**config.mk**
```make
export PLATFORM = sky130hd
export DESIGN_NAME = sync_timing_gen
export DESIGN_NICKNAME = d
export VERILOG_FILES = /design/src/rtl/sync_timing_gen.sv
export SDC_FILE = /design/constraint.sdc
export NUM_CORES = 1
export LEC_CHECK = 0
export ABC_AREA = 1
export CORE_MARGIN = 3
export CORE_UTILIZATION = 51
export CTS_CLUSTER_DIAMETER = 150
export DETAILED_ROUTE_END_ITERATION = 10
export HOLD_SLACK_MARGIN = 0.05
export PLACE_DENSITY = 0.8
export SKIP_CTS_REPAIR_TIMING = 1
export SYNTH_ARGS = -nofsm -noshare
export SYNTH_HDL_FRONTEND = slang
export SYNTH_SLANG_ARGS = --single-unit
```
**constraint.sdc**
```tcl
create_clock -name clk -period 1.95 [get_ports clk]
set_clock_uncertainty 0.05 [all_clocks]
set_input_delay 0.195 -clock clk [delete_from_list [all_inputs] [get_ports clk]]
set_output_delay 0.195 -clock clk [all_outputs]
set_load 0.01 [all_outputs]
```
**src/rtl/sync_timing_gen.sv**
```systemverilog
// sync_timing_gen
//   Generates one axis of a video-style timing period: SYNC, back porch,
//   ACTIVE and front porch phases. Each phase lasts its *_LEN enabled ticks.
//   The wrap strobe can drive the i_en of a second instance, so two
//   instances cascade into a horizontal/vertical pair.
//
//   Handshake: there is no valid/ready pair. i_en is a qualifier only.
//   State advances on a rising clk edge when i_en=1 and holds otherwise.
//   i_sclr wins over i_en on the same edge.
//
// Ports
//   clk      rising-edge clock
//   i_sclr   synchronous active-high clear (back to SYNC, position 0)
//   i_en     tick enable (upstream o_wrap when cascaded)
//   o_sync   SYNC_POL during SYNC, ~SYNC_POL otherwise
//   o_active 1 during ACTIVE only
//   o_idx    index inside ACTIVE; 0 outside ACTIVE
//   o_phase  0 SYNC, 1 BP, 2 ACTIVE, 3 FP (also the FSM state for debug)
//   o_pos    absolute position, 0..TOTAL-1
//   o_wrap   i_en & (o_pos == TOTAL-1), combinational
module sync_timing_gen #(
   parameter int SYNC_LEN   = 2,
   parameter int BP_LEN     = 33,
   parameter int ACTIVE_LEN = 480,
   parameter int FP_LEN     = 10,
   parameter bit SYNC_POL   = 1'b1,
   parameter int CNT_BIT    = 10,
   parameter int IDX_BIT    = 9
) (
   input  logic               clk,
   input  logic               i_sclr,
   input  logic               i_en,
   output logic               o_sync,
   output logic               o_active,
   output logic [IDX_BIT-1:0] o_idx,
   output logic [1:0]         o_phase,
   output logic [CNT_BIT-1:0] o_pos,
   output logic               o_wrap
);

   localparam int TOTAL = SYNC_LEN + BP_LEN + ACTIVE_LEN + FP_LEN;

   // Reject unsupported configurations at elaboration time.
   if (SYNC_LEN < 1 || BP_LEN < 1 || ACTIVE_LEN < 1 || FP_LEN < 1) begin : g_len_check
      $error("sync_timing_gen: every *_LEN must be at least 1");
   end
   if ((64'd1 << CNT_BIT) < 64'(TOTAL)) begin : g_cnt_check
      $error("sync_timing_gen: CNT_BIT too small for TOTAL");
   end
   if ((64'd1 << IDX_BIT) < 64'(ACTIVE_LEN)) begin : g_idx_check
      $error("sync_timing_gen: IDX_BIT too small for ACTIVE_LEN");
   end

   localparam logic [CNT_BIT-1:0] POS_LAST    = CNT_BIT'(TOTAL - 1);
   localparam logic [CNT_BIT-1:0] SYNC_LAST   = CNT_BIT'(SYNC_LEN - 1);
   localparam logic [CNT_BIT-1:0] BP_LAST     = CNT_BIT'(BP_LEN - 1);
   localparam logic [CNT_BIT-1:0] ACTIVE_LAST = CNT_BIT'(ACTIVE_LEN - 1);
   localparam logic [CNT_BIT-1:0] FP_LAST     = CNT_BIT'(FP_LEN - 1);

   typedef enum logic [1:0] {
      PH_SYNC   = 2'd0,
      PH_BP     = 2'd1,
      PH_ACTIVE = 2'd2,
      PH_FP     = 2'd3
   } phase_t;

   phase_t             phase, phase_nxt;
   logic [CNT_BIT-1:0] cnt, cnt_nxt;
   logic [CNT_BIT-1:0] pos, pos_nxt;
   logic [IDX_BIT-1:0] idx, idx_nxt;
   logic [CNT_BIT-1:0] phase_last;

   // State register
   always_ff @(posedge clk) begin
      if (i_sclr) begin
         phase <= PH_SYNC;
         cnt   <= '0;
         pos   <= '0;
         idx   <= '0;
      end else begin
         phase <= phase_nxt;
         cnt   <= cnt_nxt;
         pos   <= pos_nxt;
         idx   <= idx_nxt;
      end
   end

   // Terminal count of the in-phase counter for the current phase.
   always_comb begin
      phase_last = SYNC_LAST;
      case (phase)
         PH_SYNC:   phase_last = SYNC_LAST;
         PH_BP:     phase_last = BP_LAST;
         PH_ACTIVE: phase_last = ACTIVE_LAST;
         PH_FP:     phase_last = FP_LAST;
         default:   phase_last = SYNC_LAST;
      endcase
   end

   // Next-state logic
   always_comb begin
      phase_nxt = phase;
      cnt_nxt   = cnt;
      pos_nxt   = pos;
      idx_nxt   = idx;
      if (i_en) begin
         pos_nxt = (pos == POS_LAST) ? '0 : pos + 1'b1;
         if (cnt == phase_last) begin
            cnt_nxt = '0;
            case (phase)
               PH_SYNC:   phase_nxt = PH_BP;
               PH_BP:     phase_nxt = PH_ACTIVE;
               PH_ACTIVE: phase_nxt = PH_FP;
               PH_FP:     phase_nxt = PH_SYNC;
               default:   phase_nxt = PH_SYNC;
            endcase
         end else begin
            cnt_nxt = cnt + 1'b1;
         end
         // The index only counts while staying inside ACTIVE. Entering or
         // leaving ACTIVE loads 0, so it never leaks a stale value.
         idx_nxt = (phase == PH_ACTIVE && phase_nxt == PH_ACTIVE) ? idx + 1'b1 : '0;
      end
   end

   // Moore outputs
   assign o_phase  = phase;
   assign o_sync   = (phase == PH_SYNC) ? SYNC_POL : ~SYNC_POL;
   assign o_active = (phase == PH_ACTIVE);
   assign o_idx    = idx;
   assign o_pos    = pos;

   // Combinational, so a cascaded instance steps on the same edge as this wrap.
   assign o_wrap   = i_en & (pos == POS_LAST);

endmodule

```
Word-level counts from Yosys, hierarchy flattened
Cells that the tools add are included.

Flip-flop bits (word level): 31. Input port bits: 3. Output and inout bits: 24. Word-level logic and storage cells: 24.

Add/sub/neg operators: 3. Eq/ne operators: 6. Mux-type cells: 8. Bitwise gates (word level): 1. Reduce and logical (&&, ||, !) cells: 2.

Operator list (number): 10-bit one-hot mux with 4 select lines (1); 10-bit by 1-bit adder with 10-bit output (second input constant) (2); 10-bit 2-to-1 mux (2); 10-bit equality test (1); 10-bit equality test (second input constant) (1); 9-bit by 1-bit adder with 9-bit output (second input constant) (1); 9-bit 2-to-1 mux (1); 2-bit one-hot mux with 4 select lines (1); 2-bit equality test (second input constant) (3); 2-bit 2-to-1 mux (2); 2-bit by 1-bit equality test with 1-bit output (second input constant) (1); 2-bit zero test (1); 1-bit bitwise AND (1); 1-bit logical AND (1); 1-bit 2-to-1 mux (1).

Depth between registers and ports, before layout
Gate-level depths: netlist of run 1.

Depth in word-level cells: 8. Gate-level depth with buffers: 12. Gate-level depth less buffers: 11.

Worst setup path before layout of run 1
No wires, ideal clock.

Path kind: flip-flop to flip-flop. Start: register phase[0], in the netlist o_phase[0]. End: register idx[7], in the netlist o_idx[7]. Library setup time: 115 ps. Arrival: 1565 ps. Data required time: 1785 ps. Slack: 220 ps. Stages on the path, launching flop included: 12. Buffers on the path: 1. Period minus slack after synthesis: 1730 ps. Cells stage by stage: dfxtp_1 > inv_1 > ha_1 > buf_6 > nor2_4 > nand2_1 > nand2_1 > nand2_1 > nor2_2 > nand2_4 > nand3_4 > nor2_1.

Word-level cells in the longest chain between the ends: 8. Elaborated cells between the ends (all ways): 12. Classes of those cells: 5 x eq/ne; 5 x mux; 2 x reduce/logical.

Ends and longest elaborated chain: start, declared (line 67) `phase_t phase, phase_nxt;`; start signal, assigned (line 81) `phase <= phase_nxt;`; 2-bit equality test (*); named net o_active (line 34) `output logic o_active,`; 10-bit one-hot mux with 4 select lines (line 91) `case (phase)`; 10-bit equality test (line 108) `if (cnt == phase_last) begin`; 2-bit 2-to-1 mux (line 108); 2-bit 2-to-1 mux (line 106) `if (i_en) begin`; 2-bit equality test (line 122) `idx_nxt = (phase == PH_ACTIVE && phase_nxt == PH_ACTIVE) ? idx + 1'b1 : '0;`; 1-bit logical AND (*) (line 122); 9-bit 2-to-1 mux (*) (line 122); end signal, assigned (line 84) `idx <= idx_nxt;`; end, declared (line 70) `logic [IDX_BIT-1:0] idx, idx_nxt;`.

Mark *: on every way through the listed nets, which the timed path passes. The rest lies on a longest branch. The select of a mux whose other input is x is not followed. A chain may end at the register's enable or synchronous reset.

Worst setup path after layout of run 1
Start: register phase[1], in the netlist o_phase[1]. End: output port o_sync.

Word-level cells in the longest chain between the ends: 2.

Ends and longest elaborated chain: 2-bit zero test (line 128) `assign o_sync = (phase == PH_SYNC) ? SYNC_POL : ~SYNC_POL;`; 1-bit 2-to-1 mux (line 128); end, declared (line 33) `output logic o_sync,`.

Every way passes these cells.

==> results_tabular.tex, run 1 <==
\begin{tabular}{lr}
\hline
Metric & Value \\
\hline
\multicolumn{2}{l}{\textbf{Outcome}} \\
Status & finished, final reports clean \\
\multicolumn{2}{l}{\textbf{Layout}} \\
Final Non-Filler Cells & 304 \\
Antenna diode count & 0 \\
Fraction of layout cells with a size suffix above 1 & 10.0\% \\
Utilization of the core after routing & 66.7\% \\
Area added between synthesis and finish & 24.6\% \\
Multi-input gate area in the final layout & 931 um2 \\
Layout Nets & 270 \\
Final cell area excluding filler cells & 0.00205 mm2 \\
Register area & 621 um2 \\
Fillcell total & 278 \\
\multicolumn{2}{l}{\textbf{Placed design}} \\
Final GP Congestion & 0.805 \\
Worst setup slack after placement & 0.153 ns \\
Placed Instance Area & 0.00197 mm2 \\
Placed insts & 296 \\
Estimated wirelength of the detail-placed design & 2.36 mm \\
PortBufs & 26 \\
\multicolumn{2}{l}{\textbf{Synthesis}} \\
Post-synth net total & 236 \\
Mean area per synthesized cell & 7.33 um2 \\
Cell type with the largest total area after synthesis & sky130\_fd\_sc\_hd\_\_dfxtp\_1 \\
XOR/XNOR Fraction of Synth Area & 6.37\% \\
Multiplexer share of the synthesized area & 1.21\% \\
Synth top area share & 37.6\% \\
Number of distinct standard cells referenced by the synthesized netlist & 29 \\
Async S/R FF share, synth & 0\% \\
Synth Area in Adders & 6.07\% \\
Sequential element share of the synthesized area & 37.6\% \\
Post-synth top cells & 47 x sky130\_fd\_sc\_hd\_\_nand2\_1, 40 x sky130\_fd\_sc\_hd\_\_nor2\_1, 31 x sky130\_fd\_sc\_hd\_\_dfxtp\_1 \\
Predominant post-synthesis flop cell & sky130\_fd\_sc\_hd\_\_dfxtp\_1 \\
Count of flip-flops with a built-in enable after synthesis & 0 \\
Dominant cell by count in the synthesized netlist & sky130\_fd\_sc\_hd\_\_nand2\_1 \\
Largest cells by area after synthesis & sky130\_fd\_sc\_hd\_\_dfxtp\_1 38\%, sky130\_fd\_sc\_hd\_\_nand2\_1 11\%, sky130\_fd\_sc\_hd\_\_nor2\_1 9.1\%, sky130\_fd\_sc\_hd\_\_ha\_1 6.1\%, sky130\_fd\_sc\_hd\_\_inv\_1 5.0\% \\
Post-synthesis compound-gate area fraction & 4.63\% \\
Dominant combinational cell family by area after synthesis & simple AND/OR/NAND/NOR gates \\
Yosys warnings & 0 \\
Post-synthesis sequential element count & 31 \\
Synth Instances & 225 \\
Post-Syn Area & 0.00165 mm2 \\
Basic-gate share of the synthesized area counting and, or, nand and nor cells & 37.4\% \\
\multicolumn{2}{l}{\textbf{STA}} \\
Setup total negative slack & 0 ns \\
Minimum clock period & 1.83 ns \\
Slew at the pin closest to its max-slew limit & 0.391 ns \\
Fmax achieved & 0.546 GHz \\
Hold Worst Slack & 0.396 ns \\
Fraction of the cycle the final worst path needs & 93.9\% \\
Relative slew slack & 73.9\% \\
Final Hold Fails & 0 \\
Unrepaired setup endpoints after global routing & no \\
Max-slew violation count & 0 \\
Final count of negative-setup-slack endpoints & 0 \\
Post-route setup slack & 0.118 ns \\
\multicolumn{2}{l}{\textbf{Hold path}} \\
WHS Path Cells & 2 \\
Worst min path class & primary input to flip-flop \\
\multicolumn{2}{l}{\textbf{Clocking}} \\
Clock Tree Buf Depth & 2 \\
Clock Pin Slew Worst Setup and Hold Paths & 0.10 ns \\
Count of clock tree sinks & 31 \\
TritonCTS clock tree & done \\
Source-to-sink clock delay at the later pin of the worst-skew pair & 0.33 ns \\
Number of buffers inserted during clock tree synthesis & 5 \\
CTS Root Cell & sky130\_fd\_sc\_hd\_\_clkbuf\_4 \\
Count of H-tree levels built during CTS & 2 \\
\multicolumn{2}{l}{\textbf{Power and ir drop}} \\
Net switching component of the power & 0.337 mW \\
Leakage & 0.821 nW \\
Sequential fraction of design power & 52.2\% \\
Largest voltage drop on the vdd net & 0.386 mV \\
Switching share of power & 26.5\% \\
Combinational share of power & 13.1\% \\
Clk network pwr share & 34.7\% \\
Power density of the placed cells & 619 mW/mm2 \\
Overall power of the completed layout & 1.27 mW \\
Pint & 0.934 mW \\
\multicolumn{2}{l}{\textbf{Worst setup path}} \\
Critical Path AT & 1.59 ns \\
Nature of the critical path endpoint & output port \\
Worst-path maximum fanout & 5 \\
Data required time at the worst endpoint & 1.70 ns \\
CP startpoint kind & flip-flop \\
Length in cells of the worst reg-to-reg path & 9 \\
Type of the worst setup path & flip-flop to output port \\
\multicolumn{2}{l}{\textbf{Global routing}} \\
GR Util met1 & 23.2\% \\
Pin count of the biggest net entering global routing & 17 \\
Grt met3 use & 3.78\% \\
Highest-utilization routing layer at the global route stage & met2 \\
Global-route met2 utilization & 28.2\% \\
Total overflow reported by the global router & 0 \\
Number of global-route vias before repair & 1395 \\
Wire length of the first global-routing pass & 5.81 mm \\
GRT Util Overall & 17.9\% \\
Antenna violations before repair & 0 \\
\multicolumn{2}{l}{\textbf{Floorplanning}} \\
Initial cell density of the core & 53.6\% \\
DIE HEIGHT & 62.9 um \\
Number of cell rows & 20 \\
Die area & 0.00395 mm2 \\
Ports & 27 \\
Core outline area & 0.00308 mm2 \\
Die Wd & 62.9 um \\
\multicolumn{2}{l}{\textbf{Drt}} \\
Vias per std cell & 4.79 \\
Wire per inst & 10.6 um \\
Residual DRC & 0 \\
DRT antenna net count & 0 \\
Detailed Route WL & 3.24 mm \\
Number of optimization iterations in the first detailed-route pass & 4 \\
Total vias in the final route & 1455 \\
Iter 0 DRT Violations & 52 \\
\multicolumn{2}{l}{\textbf{Job}} \\
Number of maximum-capacitance constraint violations & 0 \\
\hline
\end{tabular}
## worst paths after layout
path,to,slack (ns),startpoint
worst max register to register,cnt[7],0.26,o_phase[1]
worst min-delay path,cnt[9],0.40,i_sclr
worst min register to register,cnt[2],0.49,cnt[2]
worst max-delay path,o_sync,0.12,o_phase[1]
## area by class of cell
cell class / count / share of cell area, %
clock buffers: 8 / 3.35
inverters: 23 / 4.20
multi-input cells: 168 / 45.3
flip-flops and latches: 31 / 30.2
well taps: 44 / 2.68
repair buffers: 30 / 14.3
## critical path, cell delays in order (launching register included)
cell and delay, ns:
sky130_fd_sc_hd__dfxtp_1 0.45, sky130_fd_sc_hd__inv_1 0.12, sky130_fd_sc_hd__ha_1 0.21, sky130_fd_sc_hd__clkdlybuf4s50_1 0.47
## placed cells by master, fill, tap and decap left out, drive strengths merged, types with 4 or more instances in the layout
cell type and instances:
xor2 9, nand3 13, inv 22, clkbuf 8
dfxtp 31, buf 4, nor3 7, a21oi 5
clkdlybuf4s50 25, nand4 6, ha 8, o21ai 8
nand2 51, nor2 48
## flip-flops by register name, indices dropped and copies added (netlist names)
name and cells:
cnt 10, o_idx 9, o_phase 2, o_pos 10
## power by group through the flow
stage	registers, mW	clock network [mW]	logic [mW]
5_1_grt	0.667	0.474	0.189
3_5_place_dp	0.678	0	0.163
3_3_place_gp	0.678	0	0.161
4_1_cts	0.663	0.451	0.164
6_report	0.664	0.441	0.166
2_1_floorplan	0.680	0	0.107
## layer usage
metal,vias up,share of wire [%]
met5,-,0
li1,781,-
met2,26,45
met3,7,3.2
met1,641,50
met4,0,1.7
## cells by family (layout without fill, tap and decap cells)
| kind of cell | after synthesis | after routing |
|---|---|---|
| compound gates | 14 | 14 |
| xor+xnor | 12 | 12 |
| fa+ha+maj | 8 | 8 |
| buf+inv | 26 | 61 |
| flops | 31 | 31 |
| mux | 2 | 2 |
| simple gates | 132 | 132 |
Power figures use the tool's default switching activity.
==> run 2, diff against run 1 <==
--- a/config.mk
+++ b/config.mk
@@ -6,13 +6,16 @@
 export NUM_CORES = 1
 export LEC_CHECK = 0
 export ABC_AREA = 1
+export CELL_PAD_IN_SITES_DETAIL_PLACEMENT = 1
+export CELL_PAD_IN_SITES_GLOBAL_PLACEMENT = 2
 export CORE_MARGIN = 3
-export CORE_UTILIZATION = 51
+export CORE_UTILIZATION = 29
 export CTS_CLUSTER_DIAMETER = 150
 export DETAILED_ROUTE_END_ITERATION = 10
 export HOLD_SLACK_MARGIN = 0.05
 export PLACE_DENSITY = 0.8
 export SKIP_CTS_REPAIR_TIMING = 1
+export SLEW_MARGIN = 40
 export SYNTH_ARGS = -nofsm -noshare
 export SYNTH_HDL_FRONTEND = slang
 export SYNTH_SLANG_ARGS = --single-unit
==> run 2 against run 1 <==
Against the previous run:
- clock power is 51% higher
- cell area grew 5.7%
- routed wire length increased by 24%
- cell count increased by 11%
- fmax down 0.67%
- utilization fell by 26 points
- flip-flop and latch count stayed put
- total power grew 18%
- largest cell class unchanged
==> results_tabular.tex, run 2 (synthesis gave the netlist of run 1 again) <==
\begin{tabular}{lr}
\hline
Metric & Value \\
\hline
\multicolumn{2}{l}{\textbf{Layout}} \\
Most common cell after layout, fill and taps aside & sky130\_fd\_sc\_hd\_\_nand2\_1 \\
Final cell area excluding filler cells & 0.00217 mm2 \\
Commonest cells after routing, fill and taps aside & 47 x sky130\_fd\_sc\_hd\_\_nand2\_1, 40 x sky130\_fd\_sc\_hd\_\_nor2\_1, 31 x sky130\_fd\_sc\_hd\_\_dfxtp\_1, 25 x sky130\_fd\_sc\_hd\_\_clkdlybuf4s50\_1, 22 x sky130\_fd\_sc\_hd\_\_inv\_1 \\
Fraction of layout cells with a size suffix above 1 & 12.4\% \\
Fillcell total & 674 \\
Layout Nets & 276 \\
Area added between synthesis and finish & 31.6\% \\
Antenna diode count & 0 \\
\multicolumn{2}{l}{\textbf{Clocking}} \\
TritonCTS clock tree & done \\
Clock Tree Buf Depth & 2 \\
Source-to-sink clock delay at the later pin of the worst-skew pair & 0.28 ns \\
Count of clock tree sinks & 31 \\
Clock Pin Slew Worst Setup and Hold Paths & 0.07 ns \\
CTS Root Cell & sky130\_fd\_sc\_hd\_\_clkbuf\_8 \\
Count of H-tree levels built during CTS & 2 \\
Number of buffers inserted during clock tree synthesis & 5 \\
\multicolumn{2}{l}{\textbf{Placed design}} \\
Placed Instance Area & 0.00205 mm2 \\
PortBufs & 26 \\
Estimated wirelength of the detail-placed design & 3.13 mm \\
Final GP Congestion & 0.754 \\
\multicolumn{2}{l}{\textbf{Worst setup path}} \\
Worst-path maximum fanout & 9 \\
Type of the worst setup path & flip-flop to output port \\
Nature of the critical path endpoint & output port \\
Critical Path AT & 1.60 ns \\
Data required time at the worst endpoint & 1.70 ns \\
CP startpoint kind & flip-flop \\
Length in cells of the worst reg-to-reg path & 8 \\
\multicolumn{2}{l}{\textbf{Drt}} \\
Vias per std cell & 4.49 \\
Residual DRC & 0 \\
Total vias in the final route & 1508 \\
Wire per inst & 11.9 um \\
Iter 0 DRT Violations & 29 \\
Detailed Route WL & 4.01 mm \\
Number of optimization iterations in the first detailed-route pass & 2 \\
DRT antenna net count & 0 \\
\multicolumn{2}{l}{\textbf{Power and ir drop}} \\
Power density of the placed cells & 693 mW/mm2 \\
Largest voltage drop on the vdd net & 0.337 mV \\
Overall power of the completed layout & 1.50 mW \\
Leakage & 0.873 nW \\
\multicolumn{2}{l}{\textbf{STA}} \\
Fmax achieved & 0.542 GHz \\
Final count of negative-setup-slack endpoints & 0 \\
Slew at the pin closest to its max-slew limit & 0.275 ns \\
Max-slew violation count & 0 \\
Minimum clock period & 1.84 ns \\
Relative slew slack & 81.5\% \\
Unrepaired setup endpoints after global routing & no \\
Final Hold Fails & 0 \\
Fraction of the cycle the final worst path needs & 94.6\% \\
\multicolumn{2}{l}{\textbf{Job}} \\
Number of maximum-capacitance constraint violations & 0 \\
\multicolumn{2}{l}{\textbf{Floorplanning}} \\
Die area & 0.00663 mm2 \\
Number of cell rows & 26 \\
Ports & 27 \\
DIE HEIGHT & 81.4 um \\
Die Wd & 81.4 um \\
Initial cell density of the core & 31.1\% \\
Core outline area & 0.00530 mm2 \\
\multicolumn{2}{l}{\textbf{Global routing}} \\
Wire length of the first global-routing pass & 7.33 mm \\
Number of global-route vias before repair & 1667 \\
GRT Util Overall & 14.1\% \\
Antenna violations before repair & 0 \\
Pin count of the biggest net entering global routing & 17 \\
Total overflow reported by the global router & 0 \\
\multicolumn{2}{l}{\textbf{Hold path}} \\
WHS Path Cells & 2 \\
Worst min path class & primary input to flip-flop \\
\multicolumn{2}{l}{\textbf{Outcome}} \\
Status & finished, final reports clean \\
\hline
\end{tabular}
==> run 2: worst paths after layout <==
kind	from	slack (ns)	endpoint
worst max register to register	o_phase[1]	0.29	cnt[4]
worst min register to register	cnt[9]	0.49	cnt[9]
worst max-delay path	o_phase[1]	0.11	o_active
worst min-delay path	i_sclr	0.48	cnt[9]
==> run 2: worst max-delay path, stage by stage (launching register included) <==
cell	delay [ns]
sky130_fd_sc_hd__dfxtp_1	0.40
sky130_fd_sc_hd__ha_2	0.33
sky130_fd_sc_hd__clkdlybuf4s50_1	0.59
==> run 2: through the flow <==
step | utilization [%] | worst slack [ns] | setup TNS [ns] | hold slack, ns | instances
after floorplan | - | 0.220 | 0 | 0.214 | 225
after global placement | 38.6 | 0.0756 | 0 | 0.462 | 328
after detailed placement | 38.6 | 0.0521 | 0 | 0.490 | 328
after CTS | 40.8 | -0.175 | -0.206 | 0.493 | 336
after global routing | 40.9 | 0.0217 | 0 | 0.510 | 336
final | 40.9 | 0.106 | 0 | 0.484 | 336
==> run 2: layout make-up <==
type                    instances  area (um2)  area share (%)
multi-input cells             168         921            42.4
flip-flops and latches         31         621            28.6
repair buffers                 36         338            15.6
well taps                      70        87.6            4.03
inverters                      23        86.3            3.98
clock buffers                   6        82.6            3.80
clock inverters                 2        35.0            1.61
==> run 2: power by group <==
part	total, mW	internal [mW]	switching, mW	leakage [nW]
registers	0.661	0.647	0.0142	0.251
logic	0.174	0.0776	0.0964	0.560
clock network	0.668	0.413	0.255	0.0612
total	1.50	1.14	0.366	0.873
==> run 2: per-layer routing <==
metal	vias up	share of wire [%]	GRT usage, %
li1	797	-	-
met1	691	49	17.0
met2	16	47	24.8
met3	4	2.8	3.40
met4	0	1.1	4.05
met5	-	0	0
